--- src/rtl/can_rec_arbiter.sv ---
// can_rec_arbiter: shares the single CAN receive/processing path of the core
// among N_BUS CAN buses. Pending receive interrupts (masked by bus_mask) are
// arbitrated round-robin starting after the last serviced bus. The winning
// index is driven on can_rec_select and held until the core reports
// end_can_proc or the watchdog expires. A one-cycle RELEASE gap gives the
// serviced bus time to drop its interrupt before the next arbitration.
// All outputs are registered; timeout_err and the grant_cnt increment become
// visible in the RELEASE cycle that follows the deciding WAIT_DONE cycle.
module can_rec_arbiter #(
    parameter int N_BUS   = 32,
    parameter int SEL_W   = 5,
    parameter int TIMEOUT = 1024
) (
    input  logic              clk,
    input  logic              rst,
    input  logic [N_BUS-1:0]  irq_can_rec,
    input  logic [N_BUS-1:0]  bus_mask,
    input  logic              tra_busy,
    input  logic              end_can_proc,
    output logic [SEL_W-1:0]  can_rec_select,
    output logic              start_rec,
    output logic              rec_busy,
    output logic              timeout_err,
    output logic [SEL_W-1:0]  err_bus,
    output logic [15:0]       grant_cnt
);

    localparam int TMR_W = (TIMEOUT > 2) ? $clog2(TIMEOUT) : 1;

    typedef enum logic [1:0] {
        IDLE      = 2'd0,
        GRANT     = 2'd1,
        WAIT_DONE = 2'd2,
        RELEASE   = 2'd3
    } state_t;

    state_t              state_q, state_d;
    logic [SEL_W-1:0]    sel_q, sel_d;
    logic [SEL_W-1:0]    last_q, last_d;
    logic [SEL_W-1:0]    err_bus_q, err_bus_d;
    logic [15:0]         cnt_q, cnt_d;
    logic [TMR_W-1:0]    timer_q, timer_d;
    logic                start_q, start_d;
    logic                busy_q, busy_d;
    logic                tmo_q, tmo_d;

    logic [N_BUS-1:0]    req_s;
    logic [SEL_W-1:0]    pick_s;

    // Round-robin search: first set request bit after 'last', wrapping at N_BUS.
    // Indices >= N_BUS are unreachable because the search is taken modulo N_BUS.
    function automatic logic [SEL_W-1:0] rr_pick(input logic [N_BUS-1:0] req,
                                                 input logic [SEL_W-1:0] last);
        logic [SEL_W-1:0] pick;
        logic [N_BUS-1:0] rot;
        logic             found;
        int               idx;
        pick  = last;
        found = 1'b0;
        for (int off = 1; off <= N_BUS; off++) begin
            idx = (int'(last) + off) % N_BUS;
            rot = req >> idx;
            if (!found && rot[0]) begin
                pick  = SEL_W'(idx);
                found = 1'b1;
            end else begin
                pick  = pick;
            end
        end
        return pick;
    endfunction

    assign req_s  = irq_can_rec & bus_mask;
    assign pick_s = rr_pick(req_s, last_q);

    // Next-state and registered-output decode for the arbitration FSM.
    always_comb begin
        state_d   = state_q;
        sel_d     = sel_q;
        last_d    = last_q;
        err_bus_d = err_bus_q;
        cnt_d     = cnt_q;
        timer_d   = timer_q;
        start_d   = 1'b0;
        tmo_d     = 1'b0;
        case (state_q)
            IDLE: begin
                if ((req_s != '0) && !tra_busy) begin
                    sel_d   = pick_s;
                    start_d = 1'b1;
                    state_d = GRANT;
                end else begin
                    state_d = IDLE;
                end
            end
            GRANT: begin
                timer_d = '0;
                state_d = WAIT_DONE;
            end
            WAIT_DONE: begin
                timer_d = timer_q + TMR_W'(1);
                if (end_can_proc) begin
                    // Completion wins over a simultaneous watchdog expiry.
                    cnt_d   = cnt_q + 16'd1;
                    state_d = RELEASE;
                end else if (timer_q == TMR_W'(TIMEOUT - 1)) begin
                    tmo_d     = 1'b1;
                    err_bus_d = sel_q;
                    state_d   = RELEASE;
                end else begin
                    state_d = WAIT_DONE;
                end
            end
            RELEASE: begin
                last_d  = sel_q;
                state_d = IDLE;
            end
            default: begin
                state_d = IDLE;
            end
        endcase
        busy_d = (state_d != IDLE);
    end

    // State and output registers; asynchronous active-low reset.
    always_ff @(posedge clk or negedge rst) begin
        if (!rst) begin
            state_q   <= IDLE;
            sel_q     <= '0;
            last_q    <= SEL_W'(N_BUS - 1);
            err_bus_q <= '0;
            cnt_q     <= 16'd0;
            timer_q   <= '0;
            start_q   <= 1'b0;
            busy_q    <= 1'b0;
            tmo_q     <= 1'b0;
        end else begin
            state_q   <= state_d;
            sel_q     <= sel_d;
            last_q    <= last_d;
            err_bus_q <= err_bus_d;
            cnt_q     <= cnt_d;
            timer_q   <= timer_d;
            start_q   <= start_d;
            busy_q    <= busy_d;
            tmo_q     <= tmo_d;
        end
    end

    assign can_rec_select = sel_q;
    assign start_rec      = start_q;
    assign rec_busy       = busy_q;
    assign timeout_err    = tmo_q;
    assign err_bus        = err_bus_q;
    assign grant_cnt      = cnt_q;

endmodule

--- config.mk ---
export PLATFORM = sky130hd
export DESIGN_NAME = can_rec_arbiter
export DESIGN_NICKNAME = d
export VERILOG_FILES = /design/src/rtl/can_rec_arbiter.sv
export SDC_FILE = /design/constraint.sdc
export NUM_CORES = 1
export LEC_CHECK = 0
export CAP_MARGIN = 30
export CORE_ASPECT_RATIO = 1.75
export CORE_MARGIN = 8
export CORE_UTILIZATION = 55
export CTS_CLUSTER_SIZE = 14
export DETAILED_ROUTE_END_ITERATION = 10
export PLACE_DENSITY = 0.79
export SLEW_MARGIN = 20
export SYNTH_ARGS = -nofsm -noshare
export SYNTH_HDL_FRONTEND = slang
export SYNTH_SLANG_ARGS = --single-unit
--- constraint.sdc ---
create_clock -name clk -period 7.5 [get_ports clk]
set_input_delay 1.5 -clock clk [delete_from_list [all_inputs] [get_ports clk]]
set_output_delay 1.5 -clock clk [all_outputs]
set_load 0.05 [all_outputs]
* After elaboration in Yosys (flattened, before gate mapping)
Cells that the tools add are included.
Operators by class: bitwise logic cells 34, mux-type cells 73, add/sub/neg operators 34, reduce and logical (&&, ||, !) cells 103, shifts and indexed selects 32, eq/ne operators 4
Operators with widths (count):
- 32-bit by 32-bit >> shifter with 1-bit output | 32
- 5-bit 2-to-1 mux | 32
- 5-bit OR reduction | 32
- 5-bit adder, second input constant | 16
- 5-bit by 4-bit adder with 5-bit output, second input constant | 8
- 1-bit 2-to-1 mux | 39
- 1-bit AND, first input constant | 32
- 32-bit AND | 1
- 1-bit logical AND | 32
- 1-bit logical NOT | 32
- 32-bit nonzero test | 1
- 5-bit by 3-bit adder with 5-bit output, second input constant | 4
- 10-bit one-hot mux with 2 select lines | 1
- 16-bit by 1-bit adder with 16-bit output, second input constant | 1
- 10-bit by 1-bit adder with 10-bit output, second input constant | 1
- 5-bit by 1-bit adder with 5-bit output, second input constant | 2
- 5-bit by 2-bit adder with 5-bit output, second input constant | 2
- 10-bit == test, second input constant | 1
- 2-bit one-hot mux with 4 select lines | 1
- 2-bit == test, second input constant | 2
- 2-bit AND reduction | 2
- 2-bit nonzero test | 2
- 3-bit AND reduction | 1
- 2-bit by 1-bit == test with 1-bit output, second input constant | 1
- other kinds (2) | 2
Word-level totals: output and inout port bits 29, bits in registers 46, word-level logic and storage cells 289

* Depth between registers and ports, before layout
Gate-level depths: netlist of run 1.
depth after elaboration 98, depth in mapped cells 21, depth with buffers taken out 14

* Worst setup path after synthesis of run 1
Ideal clock, no wire load.
path kind register to register, start point register last_q[1], end point register sel_q[2] (netlist: can_rec_select[2]), period minus slack after synthesis 5424 ps, setup slack 2076 ps, arrival 5300 ps, setup time 124 ps, path buffers 6, required time 7376 ps, stages on the path, launching flop included 20, path through dfstp_2 > buf_2 > buf_4 > inv_1 > buf_2 > buf_1 > ha_1 > buf_2 > xor2_1 > mux4_2 > a22oi_1 > nand3_1 > or4_1 > or3_1 > buf_2 > or3_4 > o221a_1 > o21a_1 > a21oi_1 > o21ai_1
On the way: word-level cells in the longest chain between the ends 98, elaborated cells between the ends (all ways) 253, those cells by class add/sub: 32; shift: 32; mux: 63; bitwise: 32; reduce/logical: 94
Ends and longest elaborated chain:
- start, declared | RTL line 39 | logic [SEL_W-1:0] last_q, last_d;
- start signal, assigned | RTL line 130 | last_q <= SEL_W'(N_BUS - 1);
- start signal, assigned | RTL line 140 | last_q <= last_d;
- 5-bit by 1-bit adder with 5-bit output | RTL line 61 | idx = (int'(last) + off) % N_BUS;
- 5-bit OR reduction (no source line)
- 1-bit AND (no source line)
- 32-bit by 32-bit >> shifter with 1-bit output | RTL line 62 | rot = req >> idx;
- 1-bit 2-to-1 mux | RTL line 63 | if (!found && rot[0]) begin
- 1-bit logical NOT | RTL line 63
- 1-bit logical AND | RTL line 63
- 1-bit 2-to-1 mux | RTL line 63
- [... 82 more ...]
- 1-bit logical AND | RTL line 63
- 1-bit 2-to-1 mux | RTL line 63
- 1-bit logical NOT | RTL line 63
- 1-bit logical AND | RTL line 63
- 1-bit 2-to-1 mux | RTL line 63
- 1-bit logical NOT | RTL line 63
- 1-bit logical AND | RTL line 63
- 5-bit 2-to-1 mux * | RTL line 63
- end signal, assigned | RTL line 139 | sel_q <= sel_d;
- end, declared | RTL line 38 | logic [SEL_W-1:0] sel_q, sel_d;
Every way passes the cells marked *; elsewhere a longest branch is shown, timed or not. A chain may end at the register's enable or synchronous reset.

* Final worst setup path of run 1
start point register last_q[0], end point register sel_q[2] (netlist: can_rec_select[2])
Same word-level chain as after synthesis.

==> metrics.csv, run 1 <==
metric,value,unit
rsz0062_at_grt,false,
cts_buffer_depth,2,
worstPathArrival,6.76,ns
drc,0,
ant_nets,0,
rows,59,
clk_latency,0.29,ns
cts_tree,yes,
synthFlopType,dfrtp_1,
max_slew_margin,35.5,%
cp_slowest_cell,or4_1,
crit_family,simple AND/OR/NAND/NOR gates,
yosysTopAreaCell,mux4_2,
clockRootBuffer,clkbuf_16,
worstMarginPinSlew,0.961,ns
yosysTopAreaCellShare,14.8,%
die_width,108,um
die_h,178,um
clk_pin_slew,0.06,ns
nNetsFinal,1157,
dp_hpwl,26.5,mm
synth_nets,1094,
grt.overflow.total,0,
mostFrequentLayoutCell,nand2_1,
cts_setup_buffers,0,
grt_use_total,36.5,%
startpoint_type,flop,
diodes,0,
postLayoutCellArea,9480,um^2
mostFrequentLayoutCells,"114 x nand2_1, 95 x clkdlybuf4s50_1, 75 x nor2_1",
num_io_pins,97,
dieArea,19300,um^2
fin_tns_setup,0,ns
postCtsHoldBufs,0,
criticalPathCategory,reg2reg,
path_depth,13,
numCtsBuffers,5,
gp_congestion,1.06,
ys_ff_latch,46,
yosysWarnings,0,
area_growth,15.4,%
hold_end,grant_cnt[15],
timing.rr.end,can_rec_select[2],
grt_max_degree,112,
start_util,55.7,%
core_area,14800,um^2
drtIter0Drc,1018,
place_area,9240,um^2
rr_worst_depth,13,
fin_crit,6.61,ns
critPathMaxStageDelay,0.95,ns
htree_num_levels,2,
whs_path_depth,1,
r2r_start,last_q[0],
avgSynthCellArea,8.15,um^2
status,completed,
dr.pass1.iters,8,
seq_area_frac_synth,14.1,%
num_vias,9437,
endpoint_kind,flop,
numClockSinks,46,
drive_gt1_share,13.2,%
grt_pass1_vias,9284,
holdCritPathClass,reg2reg,
fmaxAchievable,0.151,GHz
port_buffers,96,
path_cells,inv_1 > ha_1 > xor2_1 > mux4_2 > a22oi_2 > nand3_1 > or4_1 > or3_1 > or3_4 > o221a_1 > o21a_1 > a21oi_1 > o21ai_1,
finalCritPeriodShare,88.1,%
drt-wirelength-per-cell,28.1,um
synth_edf_count,0,
vias_per_cell,7.52,
worst-path-max-fanout,20,
synthCells,1008,
cap_violations,0,
slew_violations,0,
antenna_found_initial,1,
syn_area,8220,um^2
clock_skew,0.00287,ns
synth_area_leaders,"mux4_2 15%, dfrtp_1 12%, nand2_1 5.2%",
finalSetupViolations,0,
r2r_slack,0.89,ns
worst-path-buf-inv,1,
cp.required,7.65,ns
grt_pass1_wl,53.5,mm
hold_violations,0,
yosys.cell_types.count,88,
async_reset_ff_share,100,%
drt-total-wl,35.2,mm
post_cts_resized,0,
holdCritStartpoint,grant_cnt[15],
cells by family after synthesis:
kind of cell / count (synthesis) / synth area share (%)
AO/OA/AOI/OAI: 291 / 24.9
XOR/XNOR: 47 / 5.28
adder cells (fa/ha/maj): 18 / 2.74
buffers and inverters: 89 / 5.28
flip-flops: 46 / 14.1
multiplexers: 93 / 20.5
AND/OR/NAND/NOR: 424 / 27.2
how the worst max path moves through the flow:
stage	end	slack (ns)	start
2_1_floorplan	can_rec_select[2]	2.08	last_q[1]
3_3_place_gp	can_rec_select[2]	1.02	last_q[0]
3_5_place_dp	can_rec_select[3]	1.05	irq_can_rec[5]
4_1_cts	can_rec_select[2]	1.10	last_q[0]
5_1_grt	can_rec_select[2]	0.69	last_q[0]
6_report	can_rec_select[2]	0.89	last_q[0]
worst register-to-register path: stages, from the launching register on:
cell and delay, ns:
dfstp_4 0.51, inv_1 0.51, ha_1 0.47, xor2_1 0.79
mux4_2 0.68, a22oi_2 0.50, nand3_1 0.31, or4_1 0.96
or3_1 0.61, or3_4 0.46, o221a_1 0.23, o21a_1 0.19
a21oi_1 0.13, o21ai_1 0.12
synth_stat cells (6+ instances only):
cell and count:
buf_4 9, o21ai_1 8, a211oi_1 14, a211o_1 6, nand2b_1 10, nor2_1 75, nand4b_1 12, nand4_1 27
mux4_2 54, mux2i_1 15, o2111ai_1 25, xnor2_1 33, a22oi_1 13, buf_2 17, or2_2 8, a21oi_1 39
dfrtp_1 41, clkbuf_1 29, nor3_1 22, o211ai_1 9, ha_1 18, nand3_1 63, inv_1 21, a22o_1 6
nor2b_1 7, a221oi_1 6, and4_1 7, o22ai_1 11, o21a_1 29, and3_1 7, o31ai_1 10, mux2_2 20
and2_1 14, o21ai_0 56, buf_6 6, nand2_1 114, xor2_1 11, nor4_1 22
routing by layer:
metal  wire length (um)  part of all wire [%]  up-vias  global-route usage [%]
met5                  9                 0.026        -                       0
met4               2930                   8.3        2                    29.7
met3               3810                    11      215                    10.1
met2              17000                    48      678                    58.8
met1              11400                    32     4446                    38.9
li1                   -                     -     4096                       -
area by class of cell:
cell class	instances	area (um^2)
multi-input cells	873	6630
fillers	1287	5280
repair buffers	122	1200
flip-flops and latches	46	1160
well taps	183	229
clock buffers	5	125
inverters	23	86.3
clock inverters	3	43.8
flip-flops by register name, indices dropped and copies added, names as in the netlist:
register	count
grant_cnt	16
start_rec	1
timer_q	10
can_rec_select	5
state_q	2
timeout_err	1
rec_busy	1
err_bus	5
last_q	5
metrics by stage:
step / setup slack, ns / instances / util [%] / hold WS [ns]
3_5_place_dp: 1.05 / 1244 / 62.6 / 0.465
3_3_place_gp: 1.02 / 1243 / 62.5 / 0.462
5_1_grt: 0.693 / 1255 / 64.2 / 0.498
4_1_cts: 1.10 / 1252 / 63.8 / 0.477
6_report: 0.893 / 1255 / 64.2 / 0.479
2_1_floorplan: 2.08 / 1008 / - / 0.465
Power of run 1 is left out: the tool's default activity adds up to more than one toggle a clock period on the data nets, which glitch-free logic cannot reach.
==> inputs of run 2 (changes only) <==
--- a/config.mk
+++ b/config.mk
@@ -11,6 +11,7 @@
 export CORE_UTILIZATION = 55
 export CTS_CLUSTER_SIZE = 14
 export DETAILED_ROUTE_END_ITERATION = 10
+export HOLD_SLACK_MARGIN = 0.06
 export PLACE_DENSITY = 0.79
 export SLEW_MARGIN = 20
 export SYNTH_ARGS = -nofsm -noshare
==> results of run 2 <==
No change in the layout: final DEF, timing and power equal those of run 1.
Power of run 2 is left out for the same reason.
